## src/rtl/serial_bus_master_if.sv

```systemverilog
// rtl/serial_bus_master_if.sv - request/response handshake and serial bus wires of the bus master
interface serial_bus_master_if #(
  parameter int N   = 8,
  parameter int ADN = 12
);
  logic           req_valid;
  logic           req_wren;
  logic [ADN-1:0] req_addr;
  logic [N-1:0]   req_wdata;
  logic           req_ready;
  logic           rsp_valid;
  logic           rsp_err;
  logic [N-1:0]   rsp_rdata;
  logic           bus_valid;
  logic           bus_wren;
  logic           bus_addr;
  logic           bus_wdata;
  logic           bus_rvalid;
  logic           bus_rdata;

  modport master (
    input  req_valid, req_wren, req_addr, req_wdata, bus_rvalid, bus_rdata,
    output req_ready, rsp_valid, rsp_err, rsp_rdata,
    output bus_valid, bus_wren, bus_addr, bus_wdata
  );

  modport slave (
    output req_valid, req_wren, req_addr, req_wdata, bus_rvalid, bus_rdata,
    input  req_ready, rsp_valid, rsp_err, rsp_rdata,
    input  bus_valid, bus_wren, bus_addr, bus_wdata
  );
endinterface

```

## src/rtl/serial_bus_master.sv

```systemverilog
// rtl/serial_bus_master.sv - serial memory bus initiator: serialises requests, deserialises reads
module serial_bus_master #(
  parameter int N       = 8,
  parameter int ADN     = 12,
  parameter int TIMEOUT = 64
) (
  input logic                clk,
  input logic                rst,
  serial_bus_master_if.master sb
);
  localparam int KW = $clog2(ADN) + 1;
  localparam int RW = $clog2(N) + 1;
  localparam int TW = $clog2(TIMEOUT) + 1;

  typedef enum logic [2:0] {IDLE, HDR, ADDR, WGAP, RWAIT, RDATA} state_t;

  state_t         state;
  logic [KW-1:0]  bitCnt;
  logic [RW-1:0]  rdCnt;
  logic [TW-1:0]  tmoCnt;
  logic [ADN-1:0] addrSh;
  logic [N-1:0]   wdataSh;
  logic [N-1:0]   rdSh;
  logic           wrenReg;
  logic           busValid, busWren, busAddr, busWdata;
  logic           rspValid, rspErr;
  logic [N-1:0]   rspRdata;

  // Data bits ride alongside the last N address bits of a write.
  function automatic logic emitW(input logic wr, input logic [KW-1:0] k);
    return wr && (k >= KW'(ADN - N));
  endfunction

  assign sb.req_ready = (state == IDLE) && !rst;
  assign sb.bus_valid = busValid;
  assign sb.bus_wren  = busWren;
  assign sb.bus_addr  = busAddr;
  assign sb.bus_wdata = busWdata;
  assign sb.rsp_valid = rspValid;
  assign sb.rsp_err   = rspErr;
  assign sb.rsp_rdata = rspRdata;

  always_ff @(posedge clk or posedge rst) begin
    if (rst) begin
      state    <= IDLE;
      bitCnt   <= '0;
      rdCnt    <= '0;
      tmoCnt   <= '0;
      addrSh   <= '0;
      wdataSh  <= '0;
      rdSh     <= '0;
      wrenReg  <= 1'b0;
      busValid <= 1'b0;
      busWren  <= 1'b0;
      busAddr  <= 1'b0;
      busWdata <= 1'b0;
      rspValid <= 1'b0;
      rspErr   <= 1'b0;
      rspRdata <= '0;
    end else begin
      rspValid <= 1'b0;
      case (state)
        IDLE: begin
          if (sb.req_valid) begin
            state    <= HDR;
            addrSh   <= sb.req_addr;
            wdataSh  <= sb.req_wdata;
            wrenReg  <= sb.req_wren;
            busValid <= 1'b1;
            busWren  <= sb.req_wren;
            busAddr  <= 1'b0;
            busWdata <= 1'b0;
          end
        end
        HDR: begin
          state   <= ADDR;
          bitCnt  <= '0;
          busAddr <= addrSh[ADN-1];
          addrSh  <= addrSh << 1;
          if (emitW(wrenReg, '0)) begin
            busWdata <= wdataSh[N-1];
            wdataSh  <= wdataSh << 1;
          end else begin
            busWdata <= 1'b0;
          end
        end
        ADDR: begin
          if (bitCnt == KW'(ADN - 1)) begin
            busValid <= 1'b0;
            busAddr  <= 1'b0;
            busWdata <= 1'b0;
            bitCnt   <= '0;
            tmoCnt   <= '0;
            state    <= wrenReg ? WGAP : RWAIT;
          end else begin
            bitCnt  <= bitCnt + KW'(1);
            busAddr <= addrSh[ADN-1];
            addrSh  <= addrSh << 1;
            if (emitW(wrenReg, bitCnt + KW'(1))) begin
              busWdata <= wdataSh[N-1];
              wdataSh  <= wdataSh << 1;
            end else begin
              busWdata <= 1'b0;
            end
          end
        end
        WGAP: begin
          if (bitCnt == KW'(1)) begin
            state    <= IDLE;
            busWren  <= 1'b0;
            rspValid <= 1'b1;
            rspErr   <= 1'b0;
            rspRdata <= '0;
          end else begin
            bitCnt <= bitCnt + KW'(1);
          end
        end
        RWAIT: begin
          // The first valid cycle from the slave is a preamble; its data bit is dropped.
          if (sb.bus_rvalid) begin
            state <= RDATA;
            rdCnt <= '0;
            rdSh  <= '0;
          end else if (tmoCnt == TW'(TIMEOUT - 1)) begin
            state    <= IDLE;
            rspValid <= 1'b1;
            rspErr   <= 1'b1;
            rspRdata <= '0;
          end else begin
            tmoCnt <= tmoCnt + TW'(1);
          end
        end
        RDATA: begin
          if (!sb.bus_rvalid) begin
            state    <= IDLE;
            rspValid <= 1'b1;
            rspErr   <= 1'b1;
            rspRdata <= '0;
          end else if (rdCnt == RW'(N - 1)) begin
            state    <= IDLE;
            rdSh     <= {rdSh[N-2:0], sb.bus_rdata};
            rspValid <= 1'b1;
            rspErr   <= 1'b0;
            rspRdata <= {rdSh[N-2:0], sb.bus_rdata};
          end else begin
            rdSh  <= {rdSh[N-2:0], sb.bus_rdata};
            rdCnt <= rdCnt + RW'(1);
          end
        end
        default: state <= IDLE;
      endcase
    end
  end
endmodule

```

## src/flat_wrapper.sv

```systemverilog
// flat-port wrapper written by rule: the top's interface ports become plain ports
module serial_bus_master_flat 
#(
  parameter int N       = 8,
  parameter int ADN     = 12,
  parameter int TIMEOUT = 64
)
  (clk, rst, sb_req_valid, sb_req_wren, sb_req_addr, sb_req_wdata, sb_bus_rvalid, sb_bus_rdata, sb_req_ready, sb_rsp_valid, sb_rsp_err, sb_rsp_rdata, sb_bus_valid, sb_bus_wren, sb_bus_addr, sb_bus_wdata);
  serial_bus_master_if #(.N(N), .ADN(ADN)) sb_i ();
  input logic clk;
  input logic rst;
  input wire logic [$bits(sb_i.req_valid)-1:0] sb_req_valid;
  input wire logic [$bits(sb_i.req_wren)-1:0] sb_req_wren;
  input wire logic [$bits(sb_i.req_addr)-1:0] sb_req_addr;
  input wire logic [$bits(sb_i.req_wdata)-1:0] sb_req_wdata;
  input wire logic [$bits(sb_i.bus_rvalid)-1:0] sb_bus_rvalid;
  input wire logic [$bits(sb_i.bus_rdata)-1:0] sb_bus_rdata;
  output wire logic [$bits(sb_i.req_ready)-1:0] sb_req_ready;
  output wire logic [$bits(sb_i.rsp_valid)-1:0] sb_rsp_valid;
  output wire logic [$bits(sb_i.rsp_err)-1:0] sb_rsp_err;
  output wire logic [$bits(sb_i.rsp_rdata)-1:0] sb_rsp_rdata;
  output wire logic [$bits(sb_i.bus_valid)-1:0] sb_bus_valid;
  output wire logic [$bits(sb_i.bus_wren)-1:0] sb_bus_wren;
  output wire logic [$bits(sb_i.bus_addr)-1:0] sb_bus_addr;
  output wire logic [$bits(sb_i.bus_wdata)-1:0] sb_bus_wdata;
  assign sb_i.req_valid = sb_req_valid;
  assign sb_i.req_wren = sb_req_wren;
  assign sb_i.req_addr = sb_req_addr;
  assign sb_i.req_wdata = sb_req_wdata;
  assign sb_i.bus_rvalid = sb_bus_rvalid;
  assign sb_i.bus_rdata = sb_bus_rdata;
  assign sb_req_ready = sb_i.req_ready;
  assign sb_rsp_valid = sb_i.rsp_valid;
  assign sb_rsp_err = sb_i.rsp_err;
  assign sb_rsp_rdata = sb_i.rsp_rdata;
  assign sb_bus_valid = sb_i.bus_valid;
  assign sb_bus_wren = sb_i.bus_wren;
  assign sb_bus_addr = sb_i.bus_addr;
  assign sb_bus_wdata = sb_i.bus_wdata;
  serial_bus_master #(.N(N), .ADN(ADN), .TIMEOUT(TIMEOUT)) u_core (.clk(clk), .rst(rst), .sb(sb_i));
endmodule
```

## config.mk

```make
export PLATFORM = sky130hd
export DESIGN_NAME = serial_bus_master_flat
export DESIGN_NICKNAME = d
export VERILOG_FILES = /design/src/rtl/serial_bus_master_if.sv /design/src/rtl/serial_bus_master.sv /design/src/flat_wrapper.sv
export SDC_FILE = /design/constraint.sdc
export NUM_CORES = 1
export LEC_CHECK = 0
export CORE_MARGIN = 1.5
export CORE_UTILIZATION = 50
export DETAILED_ROUTE_END_ITERATION = 6
export MAX_ROUTING_LAYER = met4
export PLACE_DENSITY = 0.76
export SLEW_MARGIN = 20
export SYNTH_ARGS = -nofsm -noshare
export SYNTH_HDL_FRONTEND = slang
export SYNTH_SLANG_ARGS = --single-unit
export TNS_END_PERCENT = 100
```

## constraint.sdc

```tcl
create_clock -name clk -period 2 [get_ports clk]
set_clock_uncertainty 0.05 [all_clocks]
set_input_delay 0.6 -clock clk [delete_from_list [all_inputs] [get_ports clk]]
set_output_delay 0.6 -clock clk [all_outputs]
set_load 0.03 [all_outputs]
```

; ---- Word-level counts from Yosys, hierarchy flattened
; Cells that the tools add are included.
; Widths: inputs -> output; s select.
[totals]
out_inout_bits = 15
input_bits = 26
register_bits = 61
[op_classes]
n_eq_ne = 23
n_mux = 59
reduce_logical = 23
magnitude_cmp = 1
n_addsub = 3
[op_table]
columns = cell, n
row1 = $mux 8, 8
row2 = $pmux 12 s3, 1
row3 = $mux 7, 5
row4 = $pmux 7 s2, 2
row5 = $mux 12, 2
row6 = $mux 3, 8
row7 = $pmux 8 s3, 1
row8 = $pmux 3 s6, 1
row9 = $mux 1, 17
row10 = $ne 2x2->1 const B, 8
row11 = $pmux 8 s2, 1
row12 = $pmux 5 s3, 1
row13 = $mux 4, 3
row14 = $pmux 1 s3, 4
row15 = $reduce_and 3->1, 4
row16 = $reduce_and 4->1, 3
row17 = $mux 5, 2
row18 = $reduce_and 5->1, 2
row19 = $reduce_bool 3->1, 3
row20 = $ne 2x1->1 const B, 4
row21 = $pmux 4 s2, 1
row22 = $reduce_bool 2->1, 4
row23 = $add 7x1->7 const B, 1
row24 = $eq 7x6->1 const B, 1
row25 = 15 further kinds, 22

; ---- Depth between registers and ports, before layout
[depth]
word_depth = 6
depth_mapped = 7

; ---- Worst setup path before layout
; OpenSTA, ideal clock, no wires.
[synth_timing]
path_kind = flip-flop to output port
start = reg u_core.state[0]
end = out sb_req_ready
n_path_buf = 3
t_arrival_ns = 1.929
path_stages_with_launch = 5
t_required_ns = 1.350
slack_ns = -0.579
path_cell_list = dfrtp_1 -> buf_4 -> buf_2 -> buf_1 -> nor4_1
[synth_via]
elab_chain_cells = 2
[synth_lines]
columns = element, line_no
row1 = "start, declared", serial_bus_master.sv:17  ; state_t state;
row2 = "start signal, assigned", serial_bus_master.sv:94  ; state <= wrenReg ? WGAP : RWAIT;
row3 = $logic_not 3->1, serial_bus_master.sv:34  ; assign sb.req_ready = (state == IDLE) && !rst;
row4 = $logic_and 1x1->1, serial_bus_master.sv:34
row5 = "end, declared", flat_wrapper.sv:18  ; output wire logic [$bits(sb_i.req_ready)-1:0] sb_req_ready;
; Every way passes these cells.

; ---- Worst setup path in the final report
[layout_timing]
start = reg u_core.state[1]
end = out sb_req_ready
; The elaborated chain is that of the path after synthesis.

==> impl_metrics.csv <==
group,metric,value,unit
logic_synthesis,yosysWarningCount,0,
pwr,max-vdd-ir-drop,651,uV
clock_tree,root_buffer,"clkbuf_8",
global_route,antenna_found_initial,0,
sta,worst_slew_margin_rel,64.5,%
logic_synthesis,syn_avg_cell_area,9.93,um^2
sta,hold_viol,0,
route,num_vias,2572,
floorplan,io_pins,41,
pwr,power,5.49,mW
route,antenna_left,0,
logic_synthesis,yosys-top-cells-area,"dfrtp_1 (49%), nand2_1 (5.1%), o21ai_0 (3.7%), nor2_1 (3.6%), a21oi_1 (3.6%)",
critical_path,crit_fanout,4,
global_route,grt_pass1_vias,2439,
critical_path,start_kind,"flop",
global_route,grt_pass1_wl,11.2,mm
sta,whs,0.427,ns
critical_path,crit_type,"flop to primary output",
placement,portBuffers,40,
critical_path,reg2regPathDepth,6,
clock_tree,cts_tree,"yes",
route,drtIter0Drc,128,
critical_path,r2r_start,"u_core.state[1]",
placement,place_hpwl,4.74,mm
global_route,grtUsageTotal,22.7,%
logic_synthesis,ys_seq_elements,61,
hold_path,hold_path_end,"u_core.sb.rsp_err",
hold_path,hp-class,"flop to flop",
clock_tree,cts.sinks,61,
critical_path,r2r_slack,0.12,ns
route,drt_pass1_iterations,4,
layout,drive_gt1_share,19.8,%
logic_synthesis,synth_top_area_cell,"dfrtp_1",
pwr,p_per_area,1370,nW/um^2
logic_synthesis,synth_cells,312,
logic_synthesis,synth-edff-count,0,
pwr,p_leak,1.80,nW
clock_tree,path_clk_slew,0.07,ns
critical_path,cp.required,1.35,ns
clock_tree,clk_latency,0.34,ns
hold_path,min_from,"u_core.sb.rsp_err",
status,outcome,"finished clean",
floorplan,dieArea,6680,um^2
floorplan,rows,28,
logic_synthesis,yosys.area.top_type_share,49.3,%
logic_synthesis,syn_area,3100,um^2
layout,area_growth,29.6,%
layout,fin_nets,414,
placement,gp_congestion,0.842,
sta,maxSlewViolCount,0,
clock_tree,numCtsBuffers,9,
route,routed_wl,6.83,mm
route,wl_per_cell,14.7,um
hold_path,whs_path_depth,1,
critical_path,worstSetupEndpointType,"primary output",
floorplan,initial_core_util,52.0,%
logic_synthesis,ys_seq_area_share,49.3,%
job,maxCapViolations,0,
sta,setup_viol_count_final,0,
floorplan,dieWidth,81.7,um
sta,setup_tns,0,ns
sta,tightest_slew,0.530,ns
route,drcViolationCount,0,
floorplan,core,5960,um^2
critical_path,rr_endpoint,"u_core.sb.rsp_rdata[3]",
logic_synthesis,syn-num-nets,342,
clock_tree,cts_htree_levels,3,
global_route,grt_remaining_overflow,0,
critical_path,worstPathArrival,1.25,ns
sta,min_period,1.90,ns
sta,fmax,525,MHz
route,vias_per_cell,5.56,
floorplan,die_h,81.7,um
layout,antenna_cells,0,
global_route,grt_max_degree,35,
logic_synthesis,async_flop_share,100,%
clock_tree,ctsLongestPathBuffers,2,
sta,fin_crit_sh,95.2,%
logic_synthesis,synth_flop_cell,"dfrtp_1",
logic_synthesis,ys_types,53,
how the worst max path moves through the flow:
stage / startpoint / to / cells past startpoint
after floorplan: u_core.state[0] / sb_req_ready / 4
after global placement: sb_bus_rvalid / u_core.sb.rsp_rdata[5] / 5
after detailed placement: sb_req_valid / u_core.addrSh[4] / 5
after CTS: u_core.state[2] / sb_req_ready / 2
after global routing: u_core.bitCnt[1] / u_core.state[2] / 9
final: u_core.state[1] / sb_req_ready / 2
cell type report:
cell class              count  area, um^2
repair buffers             75         676
flip-flops and latches     61        1530
multi-input cells         228        1490
inverters                   9        37.5
well taps                  75        93.8
clock inverters             3        20.0
clock buffers              12         165
fillers                   473        1940
power by group:
part,total [mW],internal (mW),switching (mW)
combinational,2.50,1.14,1.36
clock,1.02,0.542,0.479
sequential,1.97,1.64,0.331
placed cells by master (no fill, tap or decap), drive strengths merged, types with 4 or more instances in the layout:
master,netlist,routed
a21oi,25,25
a22o,9,9
buf,12,36
clkbuf,2,12
clkdlybuf4s50,0,24
dfrtp,61,61
dlygate4sd2,0,13
ha,4,4
inv,9,8
mux2i,11,11
nand2,43,43
nand2b,10,10
nand3,9,9
nor2,32,32
nor3,7,7
o21ai,27,27
o221a,7,7
o31ai,5,5
through the flow:
| stage | worst slack, ns | area (um^2) | cells | util, % |
|---|---|---|---|---|
| floorplan | -0.0875 | 3120 | 312 | - |
| global placement | -0.181 | 3750 | 442 | 63.0 |
| detailed placement | -0.238 | 3750 | 442 | 63.0 |
| CTS | -0.00168 | 3930 | 457 | 66.0 |
| global route | -0.00833 | 4020 | 463 | 67.4 |
| finish | 0.0951 | 4020 | 463 | 67.4 |
critical path: stages, from the launching register on:
cell and delay (ns):
dfrtp_2 0.44, nor4_4 0.31, buf_6 0.17
flip-flops by register name (all words and copies together), names as in the netlist, 3 cells and up:
name                 flops
u_core.rdCnt             4
u_core.wdataSh           8
u_core.rdSh              7
u_core.addrSh           12
u_core.state             3
u_core.bitCnt            5
u_core.sb.rsp_rdata      8
u_core.tmoCnt            7
Yosys cell counts (2+ instances only):
| library cell | number |
|---|---|
| a21o_1 | 2 |
| a21oi_1 | 22 |
| a21oi_2 | 3 |
| a22o_1 | 9 |
| a22oi_1 | 2 |
| a31oi_1 | 3 |
| and2_1 | 3 |
| and3_1 | 3 |
| buf_2 | 4 |
| buf_4 | 3 |
| buf_6 | 4 |
| clkbuf_1 | 2 |
| dfrtp_1 | 61 |
| ha_1 | 4 |
| inv_1 | 8 |
| mux2i_1 | 11 |
| nand2_1 | 42 |
| nand2b_1 | 10 |
| nand3_1 | 9 |
| nand3b_1 | 3 |
| nand4_1 | 2 |
| nor2_1 | 30 |
| nor2_2 | 2 |
| nor3_1 | 5 |
| o21ai_0 | 23 |
| o21ai_1 | 4 |
| o221a_1 | 7 |
| o31ai_1 | 4 |
| or3_1 | 3 |
kinds of logic (layout without fill, tap and decap cells):
group           Yosys count  count (layout)  share of synthesized area [%]
compound gates           88              88                           20.0
fa+ha+maj                 4               4                           1.61
buf+inv                  23              99                           4.28
flops                    61              61                           49.3
mux                      11              11                           3.55
simple gates            125             125                           21.3
timing repair:
action,CTS,global route
setup endpoints to repair,15,26
endpoints found under the hold margin,0,0
buffers inserted,0,7
pin swaps,1,1
gates resized for setup,18,11
cloned,0,0
hold buffers,0,0
metal layers:
layer,GRT usage (%),up-vias,share of wire [%]
li1,-,1257,-
met2,34.8,63,48
met5,-,-,0
met4,10.3,0,1.3
met3,4.00,10,5.0
met1,29.5,1242,46
No activity file was read; power rests on OpenSTA's default activity.
